## config.mk

```make
export PLATFORM = sky130hd
export DESIGN_NAME = rvfi_check_sched
export DESIGN_NICKNAME = d
export VERILOG_FILES = /design/src/rtl/rvfi_check_sched.sv
export SDC_FILE = /design/constraint.sdc
export NUM_CORES = 1
export LEC_CHECK = 0
export ABC_AREA = 0
export CAP_MARGIN = 20
export CORE_MARGIN = 1.5
export CORE_UTILIZATION = 37
export CTS_CLUSTER_DIAMETER = 100
export CTS_CLUSTER_SIZE = 8
export DETAILED_ROUTE_END_ITERATION = 8
export HOLD_SLACK_MARGIN = 0.02
export PLACE_DENSITY = 0.79
export SYNTH_ARGS = -nofsm -noshare
export SYNTH_HDL_FRONTEND = slang
export SYNTH_SLANG_ARGS = --single-unit
```

## constraint.sdc

```tcl
create_clock -name clock -period 2.7 [get_ports clock]
set_clock_uncertainty 0.2 [all_clocks]
set_input_delay 0.54 -clock clock [delete_from_list [all_inputs] [get_ports clock]]
set_output_delay 0.54 -clock clock [all_outputs]
set_load 0.01 [all_outputs]
```

## src/rtl/rvfi_check_sched.sv

```systemverilog
// Schedules a single formal-style check on one RVFI retirement channel.
// Arms after a minimum cycle count and fires the check strobe when the
// target instruction (by rvfi_order) retires on the chosen channel. It
// records a miss if that instruction is seen out of place or is overtaken,
// and times out if nothing happens before the cycle limit.
//
// state   | meaning
// --------+-------------------------------------------------------------
// IDLE    | waiting for enable and cycle_cnt >= MIN_CYCLE
// ARMED   | watching retirements for trigger_order
// DONE    | check strobe fired (terminal until reset)
// MISSED  | trigger overtaken or retired on another channel (terminal)
// TIMEOUT | cycle_cnt reached MAX_CYCLE without firing (terminal)
module rvfi_check_sched #(
  parameter int unsigned NRET        = 1,
  parameter int unsigned CHANNEL_IDX = 0,
  parameter int unsigned MIN_CYCLE   = 4,
  parameter int unsigned MAX_CYCLE   = 20
) (
  input  logic                 clock,
  input  logic                 reset,
  input  logic                 enable,
  input  logic [63:0]          trigger_order,
  input  logic [NRET-1:0]      rvfi_valid,
  input  logic [64*NRET-1:0]   rvfi_order,
  output logic                 check,
  output logic                 armed,
  output logic                 done,
  output logic                 missed,
  output logic                 timeout,
  output logic [15:0]          cycle_cnt,
  output logic [7:0]           retired_cnt
);

  typedef enum logic [2:0] {
    IDLE    = 3'd0,
    ARMED   = 3'd1,
    DONE    = 3'd2,
    MISSED  = 3'd3,
    TIMEOUT = 3'd4
  } state_e;

  state_e      state_q, state_d;
  logic [15:0] cycle_q, cycle_d;
  logic [7:0]  retired_q, retired_d;
  logic        armed_q, done_q, missed_q, timeout_q;
  logic        check_w;
  logic        miss_w;
  logic [15:0] pop_w;
  logic [15:0] ret_sum_w;

  // Trigger match on the target channel and the out-of-order/overtaken detect.
  always_comb begin
    check_w = 1'b0;
    miss_w  = 1'b0;
    pop_w   = 16'd0;
    if (!reset && state_q == ARMED && rvfi_valid[CHANNEL_IDX] &&
        rvfi_order[64*CHANNEL_IDX +: 64] == trigger_order) begin
      check_w = 1'b1;
    end
    for (int unsigned i = 0; i < NRET; i++) begin
      pop_w = pop_w + 16'(rvfi_valid[i]);
      if (rvfi_valid[i]) begin
        if (rvfi_order[64*i +: 64] > trigger_order) begin
          miss_w = 1'b1;
        end
        if (i != CHANNEL_IDX && rvfi_order[64*i +: 64] == trigger_order) begin
          miss_w = 1'b1;
        end
      end
    end
  end

  // Next-state, saturating counters; DONE beats MISSED beats TIMEOUT.
  always_comb begin
    state_d   = state_q;
    cycle_d   = (cycle_q == 16'hFFFF) ? cycle_q : cycle_q + 16'd1;
    retired_d = retired_q;
    ret_sum_w = {8'd0, retired_q} + pop_w;
    unique case (state_q)
      IDLE: begin
        if (cycle_q == 16'(MAX_CYCLE)) begin
          state_d = TIMEOUT;
        end else if (enable && cycle_q >= 16'(MIN_CYCLE)) begin
          state_d = ARMED;
        end
      end
      ARMED: begin
        retired_d = (ret_sum_w > 16'h00FF) ? 8'hFF : ret_sum_w[7:0];
        if (check_w) begin
          state_d = DONE;
        end else if (miss_w) begin
          state_d = MISSED;
        end else if (cycle_q == 16'(MAX_CYCLE)) begin
          state_d = TIMEOUT;
        end
      end
      DONE, MISSED, TIMEOUT: state_d = state_q;
      default: state_d = IDLE;
    endcase
  end

  // State, counters and status flags; flags follow the next state so they
  // line up exactly with the state register.
  always_ff @(posedge clock) begin
    if (reset) begin
      state_q   <= IDLE;
      cycle_q   <= 16'd0;
      retired_q <= 8'd0;
      armed_q   <= 1'b0;
      done_q    <= 1'b0;
      missed_q  <= 1'b0;
      timeout_q <= 1'b0;
    end else begin
      state_q   <= state_d;
      cycle_q   <= cycle_d;
      retired_q <= retired_d;
      armed_q   <= (state_d == ARMED);
      done_q    <= (state_d == DONE);
      missed_q  <= (state_d == MISSED);
      timeout_q <= (state_d == TIMEOUT);
    end
  end

  assign check       = check_w;
  assign armed       = armed_q;
  assign done        = done_q;
  assign missed      = missed_q;
  assign timeout     = timeout_q;
  assign cycle_cnt   = cycle_q;
  assign retired_cnt = retired_q;

endmodule

```

**Yosys cells after proc, flatten, opt, wreduce, memory -nomap -nowiden**

Cells that the tools add are included.

- $add $sub $neg: 2
- Order comparisons: 3
- Equal/unequal tests: 11
- Multiplexer cells: 10
- Reductions and logical operators: 7

Operators with widths:

| cell | count |
|---|---|
| $eq A64 B64 Y1 | 1 |
| $gt A64 B64 Y1 | 1 |
| $add A16 B1 Y16 const B | 1 |
| $eq A16 B16 Y1 const B | 1 |
| $eq A16 B5 Y1 const B | 1 |
| $ge A16 B3 Y1 const B | 1 |
| $mux W3 | 5 |
| $eq A3 B2 Y1 const B | 4 |
| $add A8 B1 Y9 | 1 |
| $gt A9 B8 Y1 const B | 1 |
| $pmux W3 S3 | 1 |
| $mux W8 | 1 |
| $eq A3 B1 Y1 const B | 2 |
| $eq A3 B3 Y1 const B | 2 |
| $logic_and A1 B1 Y1 | 4 |
| $logic_not A3 Y1 | 1 |
| $mux W1 | 3 |
| $reduce_or A3 Y1 | 1 |
| $logic_not A1 Y1 | 1 |

- Register bits: 31
- Input bits: 132
- Output and inout port bits: 29
- Logic and storage cells: 40

**Logic depth before layout (Yosys ltp)**

- Word-level depth: 8
- Mapped depth: 9
- Depth with buffers taken out: 9

**Least setup slack after synthesis**

OpenSTA, ideal clock, no wires.

- Kind: in2out
- Start point: input trigger_order[43]
- End point: output check
- Data arrival time: 1980 ps
- Required time: 1960 ps
- Slack: -20 ps
- Stages on the path: 6
- Path buffers: 0
- Cell sequence: inv_1 ha_1 nand4_1 nor4_4 nand4_1 nor4_1

- Cells in the longest elaborated chain, start to end: 3

RTL lines:

| what | RTL line | RTL |
|---|---|---|
| from (decl) | 23 | `input logic [63:0] trigger_order,` |
| $eq A64 B64 Y1 | n/a |  |
| $logic_and A1 B1 Y1 | 57 | `if (!reset && state_q == ARMED && rvfi_valid[CHANNEL_IDX] &&` |
| $mux W1 | 57 |  |
| to (decl) | 26 | `output logic check,` |

Every way passes these cells.

**Worst setup path in the final report**

- Start point: input trigger_order[15]
- End point: register armed_q, in the netlist armed

- Cells in the longest elaborated chain, start to end: 7
- Elaborated cells between the ends (all ways): 10
- Classes of those cells: order compare (1); eq/ne (2); mux (6); reduce/logical (1)

RTL lines:

| what | RTL line | RTL |
|---|---|---|
| $gt A64 B64 Y1 | 64 | `if (rvfi_order[64*i +: 64] > trigger_order) begin` |
| $mux W1 | 64 |  |
| $mux W1 | 63 | `if (rvfi_valid[i]) begin` |
| $mux W3 | 92 | `end else if (miss_w) begin` |
| $mux W3 (*) | 90 | `if (check_w) begin` |
| $pmux W3 S3 (*) | 80 | `unique case (state_q)` |
| $eq A3 B1 Y1 (*) | 118 | `armed_q <= (state_d == ARMED);` |
| to (signal assigned) | 118 |  |
| to (decl) | 46 | `logic armed_q, done_q, missed_q, timeout_q;` |

Mark *: on every way between the ends. The rest lies on a longest branch, timed or not.
A chain may end at the register's enable or synchronous reset.

==> results.json <==
{
  "fin_crit_sh_pct": 101,
  "place_hpwl_mm": 8.21,
  "chipHeight_um": 95.7,
  "grt_usage_pct": 25.1,
  "dr_wl_met3_um": 877,
  "async_flop_share_pct": 0,
  "final_area_um2": 6110,
  "synth.avg_cell_area_um2": 7.78,
  "slew_viol_final": 0,
  "worst_ep_arrival_time_ps": 2670,
  "worstHoldStart": "retired_cnt[0]",
  "cts_buffer_depth": 2,
  "routed_wl_mm": 12.6,
  "hold-path-endpoint": "retired_cnt[0]",
  "synth_most_common_cell": "inv_1",
  "ios": 161,
  "ys_top_cells_by_count": "inv_1, ha_1, a21oi_1, dfxtp_1, nand2_1",
  "synthToLayoutAreaGrowth_pct": 92.1,
  "post_drt_via_cell_ratio": 5.39,
  "relSlewSlack_pct": 65.9,
  "maxUsedRoutingLayer": "met4",
  "crit_fanout": 4,
  "dp_worst_setup_slack_ps": -1030,
  "cpPeakStageDelay_ps": 360,
  "synth_cells": 409,
  "place_area_um2": 5160,
  "clkTransAtPathRegs_ps": 70,
  "cp_cell_sequence": "buf_6 -> inv_4 -> ha_4 -> nand4_1 -> buf_4 -> nor4b_4 -> nand4_4 -> o31ai_4 -> nor3_4 -> a211o_1 -> nor3b_2",
  "synth_edf_count": 0,
  "core_um2": 8260,
  "drt-initial-drc-count": 108,
  "finalSetupViolCount": 1,
  "hold-path-cell-count": 2,
  "syn_area_um2": 3180,
  "slowest_stage": "a211o_1",
  "ys_types": 46,
  "synth.area.top_cells": "ha_1, dfxtp_1, inv_1",
  "dr_wl_met2_mm": 6.71,
  "fmax_mhz": 367,
  "grt_overflow_total": 0,
  "cp-start-kind": "input pin",
  "vias": 3939,
  "worstPathRequired_ps": 2650,
  "cellLeakagePower_nw": 2.67,
  "fp-row-count": 33,
  "drtAntennaViolNets": 0,
  "synth_area_leader_cell": "ha_1",
  "wl_met1_mm": 4.38,
  "final_core_util_pct": 74.0,
  "portBuffers": 160,
  "drtPass1Iterations": 4,
  "clock_latency_ps": 280,
  "cts_tree": "built",
  "r2r_start": "cycle_cnt[3]",
  "fin_crit_ps": 2720,
  "seq_area_frac_synth_pct": 19.5,
  "fp.dieW_um": 95.7,
  "drive_gt1_share_pct": 45.4,
  "numCtsBuffers": 5,
  "syn_nets": 609,
  "drt_drc_violations_left": 0,
  "setup_ws_ps": -21.4,
  "synth_top_area_share_pct": 26.8,
  "drt-wirelength-per-cell_um": 17.2,
  "synth-main-ff-cell": "dfxtp_1",
  "root_buffer": "clkbuf_8",
  "hold_class": "flop to flop",
  "hold_viol_final": 0,
  "p_per_area_nw_per_um2": 262,
  "ys.warnings.count": 0,
  "layout.nets": 825,
  "antenna_found_initial": 1,
  "status": "finished with violations",
  "start_util_pct": 38.5,
  "gp_congestion": 0.822,
  "critPathKind": "input pin to flop",
  "dieArea_um2": 9160,
  "rsz0062_at_grt": "true",
  "clock-sinks": 31,
  "first_global_vias": 4058,
  "ys_seq_elements": 31,
  "r2r-end": "cycle_cnt[6]",
  "htree_levels": 2,
  "end_kind": "flop",
  "grt_pass1_wl_mm": 17.9,
  "maxCapViolCount": 0,
  "ir_drop_uv": 280,
  "grt_max_degree": 35,
  "worst_pin_slew_ps": 507,
  "violations": "setup timing",
  "r2r_slack_ps": 360,
  "r2r_cells": 7
}
routing by layer:
metal	track usage (%)	vias up
met1	23.6	1801
met3	6.16	53
met5	0	-
met2	48.7	203
met4	13.8	0
li1	-	1882
power breakdown:
group | switching, W | leakage [nW] | internal, W
Sequential | 0.0000150 | 0.251 | 0.000470
Clock | 0.000167 | 0.0471 | 0.000200
Combinational | 0.000335 | 2.37 | 0.000413
Total | 0.000517 | 2.67 | 0.00108
how the worst max path moves through the flow:
stage	slack [ps]	startpoint	end
2_1_floorplan	60	trigger_order[43]	check
3_3_place_gp	-1020	trigger_order[43]	check
3_5_place_dp	-1030	trigger_order[43]	check
4_1_cts	0.4	rvfi_order[51]	check
5_1_grt	-130	trigger_order[19]	armed
6_report	-20	trigger_order[15]	armed
area by class of cell:
type / count / area [um^2]
diodes: 1 / 2.50
repair buffers: 215 / 1840
clock buffers: 6 / 82.6
multi-input cells: 301 / 3150
well taps: 105 / 131
flip-flops and latches: 31 / 621
inverters: 71 / 274
clock inverters: 1 / 5.00
fillers: 564 / 2150
repair_timing:
| action | 4_1_cts | 5_1_grt |
|---|---|---|
| pin swaps | 92 | 54 |
| setup buffers | 11 | 11 |
| hold buffers | 0 | 0 |
| setup endpoints to repair | 8 | 8 |
| gates resized for setup | 422 | 120 |
placed cells by master, fill, tap and decap left out, types with 14 or more instances in the layout:
master	instances
dlygate4sd2_1	24
buf_2	27
nand4_1	18
a21oi_1	36
clkbuf_2	15
clkdlybuf4s50_1	31
nand3_1	19
clkdlybuf4s15_1	23
dfxtp_1	31
inv_2	54
inv_1	14
ha_4	58
nor2_1	30
nand2_1	31
buf_6	43
buf_4	50
state kept, by name, indices dropped and copies added, names as in the netlist:
signal / cells
state_q: 3
armed: 1
retired_cnt: 8
missed: 1
timeout: 1
cycle_cnt: 16
done: 1
logic make-up (layout without fill, tap and decap cells):
logic type | Yosys count | after routing | synth area share [%]
other | 0 | 1 | 0
xor gates and xnor gates | 13 | 13 | 3.58
buffers and inverters | 77 | 293 | 9.09
and+or+nand+nor | 142 | 142 | 25.5
AOI/OAI and AO/OA | 77 | 77 | 15.2
adders and majority gates | 68 | 68 | 26.8
muxes | 1 | 1 | 0.315
DFF | 31 | 31 | 19.5
worst max-delay path, delay by kind of cell:
kind	cells	cell delay, ps
compound gates	2	600
fa+ha+maj	1	250
buf+inv	3	350
simple gates	5	930
per-stage QoR:
| stage | std cells | total power (W) | hold slack [ps] | setup TNS, ps |
|---|---|---|---|---|
| after detailed placement | 703 | 0.00106 | 308 | -5190 |
| after CTS | 721 | 0.00150 | 319 | 0 |
| after floorplan | 409 | 0.000739 | 315 | 0 |
| after global routing | 731 | 0.00171 | 348 | -388 |
| final | 731 | 0.00160 | 316 | -21.4 |
| after global placement | 703 | 0.00104 | 296 | -5010 |
Note: power is estimated with default switching activity, not from simulation.
